===== src/rtl/pipe_stage_sequencer.sv =====
// ---------------------------------------------------------------------------
// pipe_stage_sequencer
//
// Programmable stage scheduler for the fp16 pipe datapath. Holds up to
// NUM_STAGES step boundaries and a reduction-clear mask, and runs a
// stallable step counter through IDLE -> RUN -> DONE.
//
// Ports:
//   clk_i        clock, all logic on rising edge
//   rst_ni       synchronous active-low reset
//   cfg_we_i     boundary write strobe (honoured in IDLE only)
//   cfg_idx_i    boundary index 0..7
//   cfg_bound_i  boundary value written to bound[cfg_idx_i]
//   clr_mask_i   bit k: pulse red_clr_o on entering boundary k (latched at start)
//   start_i      run request
//   stall_i      hold step counter this cycle
//   busy_o       high in RUN
//   done_o       one-cycle pulse when the run completes
//   cfg_err_o    sticky: last start rejected (non-monotonic bounds)
//   step_o       current step
//   stage_o      current stage index (NUM_STAGES = finished)
//   mode_o       1 while stage_o is 0 or 1 in RUN
//   red_clr_o    reduction-register clear pulse
//   dbg_state_o  FSM state (0 IDLE, 1 RUN, 2 DONE) for observation
//
// Handshake: start_i acts as a valid and the sequencer is ready only in
// IDLE; a start is consumed on the edge where start_i=1 and state is IDLE.
// start_i in any other state is dropped, not queued. done_o is a one-cycle
// pulse with no back-pressure; stall_i holds the counter and every state
// bit for the cycle in which it is high.
// ---------------------------------------------------------------------------
module pipe_stage_sequencer #(
    parameter int STEP_W     = 16,
    parameter int NUM_STAGES = 8,
    parameter int STAGE_W    = 5
) (
    input  logic                  clk_i,
    input  logic                  rst_ni,
    input  logic                  cfg_we_i,
    input  logic [2:0]            cfg_idx_i,
    input  logic [STEP_W-1:0]     cfg_bound_i,
    input  logic [NUM_STAGES-1:0] clr_mask_i,
    input  logic                  start_i,
    input  logic                  stall_i,
    output logic                  busy_o,
    output logic                  done_o,
    output logic                  cfg_err_o,
    output logic [STEP_W-1:0]     step_o,
    output logic [STAGE_W-1:0]    stage_o,
    output logic                  mode_o,
    output logic                  red_clr_o,
    output logic [1:0]            dbg_state_o
);

    typedef enum logic [1:0] {
        ST_IDLE = 2'd0,
        ST_RUN  = 2'd1,
        ST_DONE = 2'd2
    } state_t;

    state_t                  state_q;
    logic [STEP_W-1:0]       step_q;
    logic                    cfg_err_q;
    logic [NUM_STAGES-1:0]   mask_q;
    logic [STEP_W-1:0]       bound_q   [NUM_STAGES];
    logic [STEP_W-1:0]       bound_nxt [NUM_STAGES];

    logic                    bounds_ok;
    logic [STAGE_W-1:0]      stage_run;
    logic                    bound_hit;
    logic [STEP_W-1:0]       last_bound;

    // Boundary file with the IDLE write applied, so a start in the same
    // cycle as a write validates the updated values.
    always_comb begin
        for (int k = 0; k < NUM_STAGES; k++) begin
            bound_nxt[k] = bound_q[k];
            if (state_q == ST_IDLE && cfg_we_i && cfg_idx_i == 3'(k)) begin
                bound_nxt[k] = cfg_bound_i;
            end
        end
    end

    always_comb begin
        bounds_ok = 1'b1;
        for (int k = 1; k < NUM_STAGES; k++) begin
            if (bound_nxt[k] < bound_nxt[k-1]) begin
                bounds_ok = 1'b0;
            end
        end
    end

    assign last_bound = bound_q[NUM_STAGES-1];

    // Smallest k with step < bound[k]; scanning downward lets the lowest
    // match win, which also skips zero-length stages.
    always_comb begin
        stage_run = STAGE_W'(NUM_STAGES);
        for (int k = NUM_STAGES - 1; k >= 0; k--) begin
            if (step_q < bound_q[k]) begin
                stage_run = STAGE_W'(k);
            end
        end
    end

    // Shared boundary values collapse into a single OR term, giving one
    // pulse. The pulse is gated by stall so it lands in the cycle that
    // actually leaves the boundary step.
    always_comb begin
        bound_hit = 1'b0;
        for (int k = 0; k < NUM_STAGES; k++) begin
            if (mask_q[k] && step_q == bound_q[k] && bound_q[k] != '0) begin
                bound_hit = 1'b1;
            end
        end
    end

    always_ff @(posedge clk_i) begin
        if (!rst_ni) begin
            state_q   <= ST_IDLE;
            step_q    <= '0;
            cfg_err_q <= 1'b0;
            mask_q    <= '0;
            for (int k = 0; k < NUM_STAGES; k++) begin
                bound_q[k] <= '0;
            end
        end else begin
            for (int k = 0; k < NUM_STAGES; k++) begin
                bound_q[k] <= bound_nxt[k];
            end
            case (state_q)
                ST_IDLE: begin
                    if (start_i) begin
                        if (bounds_ok) begin
                            step_q    <= '0;
                            mask_q    <= clr_mask_i;
                            cfg_err_q <= 1'b0;
                            state_q   <= (bound_nxt[NUM_STAGES-1] == '0) ? ST_DONE : ST_RUN;
                        end else begin
                            cfg_err_q <= 1'b1;
                        end
                    end
                end
                ST_RUN: begin
                    if (!stall_i) begin
                        step_q <= step_q + STEP_W'(1);
                        if (step_q == last_bound - STEP_W'(1)) begin
                            state_q <= ST_DONE;
                        end
                    end
                end
                ST_DONE: begin
                    state_q <= ST_IDLE;
                end
                default: begin
                    state_q <= ST_IDLE;
                end
            endcase
        end
    end

    assign busy_o      = (state_q == ST_RUN);
    assign done_o      = (state_q == ST_DONE);
    assign cfg_err_o   = cfg_err_q;
    assign step_o      = step_q;
    assign stage_o     = (state_q == ST_RUN)  ? stage_run :
                         (state_q == ST_DONE) ? STAGE_W'(NUM_STAGES) : '0;
    assign mode_o      = (state_q == ST_RUN) && (stage_run <= STAGE_W'(1));
    assign red_clr_o   = (state_q == ST_RUN) && !stall_i && bound_hit;
    assign dbg_state_o = state_q;

endmodule


===== config.mk =====
export PLATFORM = sky130hd
export DESIGN_NAME = pipe_stage_sequencer
export DESIGN_NICKNAME = d
export VERILOG_FILES = /design/src/rtl/pipe_stage_sequencer.sv
export SDC_FILE = /design/constraint.sdc
export NUM_CORES = 1
export LEC_CHECK = 0
export ABC_CLOCK_PERIOD_IN_PS = 4400
export CORE_MARGIN = 2
export CORE_UTILIZATION = 50
export CTS_CLUSTER_SIZE = 14
export DETAILED_ROUTE_END_ITERATION = 10
export PLACE_DENSITY = 0.69
export REMOVE_ABC_BUFFERS = 1
export SLEW_MARGIN = 20
export SYNTH_ARGS = -nofsm -noshare
export SYNTH_HDL_FRONTEND = slang
export SYNTH_SLANG_ARGS = --single-unit
export TNS_END_PERCENT = 20

===== constraint.sdc =====
create_clock -name clk_i -period 4.4 [get_ports clk_i]
set_input_delay 0.66 -clock clk_i [delete_from_list [all_inputs] [get_ports clk_i]]
set_output_delay 0.66 -clock clk_i [all_outputs]
set_load 0.05 [all_outputs]

==> impl_metrics.ini <==
[setup_path]
crit_fanout = 11
worstSetupStartpointType = primary input
worstRegToRegCells = 16
critPathCaptureType = flip-flop
r2r_slack_ps = 210
crit_arrival_ps = 4690
required_ps = 4770
r2r-end = dbg_state_o[1]
worstSetupPathType = primary input to flip-flop
r2r-start = dbg_state_o[1]

[cells_and_area]
stdcell_area_um2 = 15900
area_delta_synth_final_pct = 21.6
antenna_cells = 0
ff_latch_area_um2 = 3110
fillers = 2284
layout-drive-gt1-share_pct = 13.2
multiInputGateArea_um2 = 8860
finalNetCount = 2054

[logic_synthesis]
synth.distinct_cells = 69
syn_avg_cell_area_um2 = 8.16
synth_top_area_share_pct = 23.7
yosysSeqAreaShare_pct = 23.7
synth-edff-count = 0
synthTopCellsByArea = dfxtp_1, ha_1, mux2i_1
ys.flop_type = dfxtp_1
synth_cells = 1602
yosys_warnings = 0
synth_area_leader_cell = dfxtp_1
async_reset_ff_share_pct = 0
synth_area_um2 = 13100
ys_ff_latch = 155

[cts]
root_buffer = clkbuf_16
numCtsBuffers = 17
insertion_delay_ps = 440
htreeDepth = 4
clk_pin_slew_worst_paths_ps = 60
clk_path_buf_depth = 2
clock-sinks = 155
cts_tree = done

[timing]
finClkSkew_ps = 7.74
worstMarginPinSlew_ps = 785
rsz0062_at_grt = yes
fmax_mhz = 231
setup_viol = 0
holdWs_ps = 474
finalCritPeriodShare_pct = 98.3
period_needed_ps = 4320
slew_headroom_pct = 47.6
maxSlewViolCount = 0
finalHoldViolCount = 0
fin_setup_tns_ps = 0

[route]
first_pass_iters = 5
num_vias = 12436
initialDrtViolationCount = 925
viasPerCell = 5.82
drc = 0
wirelength_mm = 44.3
postRouteAntennaNets = 0
wl_per_cell_um = 20.7

[power_and_ir_drop]
p_leak_nw = 8.20
vdd_drop_max_v = 0.000246
totalPowerFinal_mw = 3.99
power_density_nw_per_um2 = 251

[global_routing]
track_usage_pct = 32.1
first_global_vias = 12187
overflow = 0
antenna_found_initial = 0
grt_pass1_wl_mm = 67.9
grt_max_degree = 64

[floorplanning]
die_x_um = 166
io_pins = 60
initial_core_util_pct = 50.6
core_area_um2 = 25800
rows = 59
die_area_um2 = 27500
die-height_um = 166

[worst_hold_path]
hold_start = mask_q[3]
min_path_cells = 2
holdPathEnd = mask_q[3]
min_path_type = flip-flop to flip-flop

[placement]
portBuffers = 58
dp_hpwl_mm = 35.4
place_congestion = 0.989
placed_area_um2 = 15200

[status]
status = complete, no violations

[run]
drv_cap = 0
how the worst max path moves through the flow:
stage,startpoint,end,slack (ps)
after floorplan,dbg_state_o[0],step_o[3],-340
after global placement,cfg_idx_i[2],step_o[3],-190
after detailed placement,cfg_idx_i[2],dbg_state_o[1],-360
after CTS,cfg_idx_i[2],dbg_state_o[1],90
after global routing,cfg_idx_i[2],dbg_state_o[1],-60
final,cfg_idx_i[2],dbg_state_o[1],80
cells in the mapped netlist, types with 6 or more instances:
library cell  number
a32oi_1            6
dfxtp_1          155
o211ai_1          15
and2_1            14
nor2b_1          134
nor3_1            28
o21ai_1           11
ha_1             232
a221oi_1           7
mux2i_1          121
or3_1              7
nand2b_1          11
a21oi_1           67
nor2_1            61
o21a_1            12
xnor2_1           17
a31oi_1            9
o21ai_0           54
a21o_1            25
inv_1            234
nand4_1           65
nor4_1            43
nand2_1           92
nand3_1           46
clkbuf_1          48
area by class of cell:
class | instances | area share (%)
multi-input cells | 1152 | 55.7
flip-flops and latches | 155 | 19.5
repair buffers | 230 | 12.4
inverters | 234 | 5.53
clock buffers | 19 | 2.79
well taps | 335 | 2.64
clock inverters | 13 | 1.35
metrics by stage:
| step | std cells | worst slack [ps] | util [%] |
|---|---|---|---|
| floorplan | 1541 | -339 | - |
| CTS | 2138 | 85.1 | 61.3 |
| detailed placement | 2106 | -358 | 58.8 |
| finish | 2138 | 76.6 | 61.5 |
| global placement | 2106 | -186 | 58.8 |
| global route | 2138 | -59.8 | 61.5 |
flip-flops by register name, indices dropped and copies added, names as in the netlist:
register and count:
step_o 16, mask_q 8, bound_q 128, cfg_err_o 1
dbg_state_o 2
layout by cell type (no fill, tap or decap), drive strengths merged, types with 7 or more instances in the layout:
cell / count
a21o: 25
a21oi: 67
a221oi: 7
a31oi: 9
and2: 15
buf: 177
clkbuf: 19
clkdlybuf4s50: 53
dfxtp: 155
ha: 232
inv: 236
mux2i: 121
nand2: 93
nand2b: 11
nand3: 47
nand4: 65
nor2: 61
nor2b: 134
nor3: 29
nor4: 45
o211ai: 15
o21a: 12
o21ai: 65
or3: 7
xnor2: 17
layer usage:
metal	wire (um)	up-vias	global-route usage, %
met3	3850	111	7.03
met2	19100	501	49.8
met4	2140	0	15.8
met5	0	-	0
met1	19200	5825	42.2
li1	-	5999	-
kinds of logic (layout without fill, tap and decap cells):
logic type / count (synthesis) / count (layout) / share of synthesized area [%]
simple gates: 527 / 527 / 22.2
buf+inv: 295 / 496 / 8.83
compound gates: 244 / 244 / 11.8
fa+ha+maj: 233 / 233 / 22.3
flops: 155 / 155 / 23.7
mux: 126 / 126 / 9.70
xor+xnor: 21 / 21 / 1.41
other cells: 1 / 1 / 0.0287
critical path: stages:
cell	delay [ps]
clkdlybuf4s50_1	460
or4b_4	550
nor2_1	190
buf_6	210
mux2i_1	270
inv_1	70
ha_1	300
nand3_1	120
nor3_2	250
nand4_1	220
a311oi_2	290
buf_4	150
o31ai_1	70
nor3_1	230
nand3_1	130
or3_1	350
a21oi_1	150
report_power, final:
| part | switching [mW] | internal (mW) |
|---|---|---|
| clock network | 0.651 | 1.03 |
| registers | 0.0261 | 1.43 |
| logic | 0.472 | 0.382 |
timing repair:
item | CTS | global route
endpoints found under the setup margin | 0 | 29
resized for setup | 0 | 11
setup buffers | 0 | 0
hold buffers | 0 | 0
endpoints found under the hold margin | 0 | 0
(Power assumes the default switching activity.)
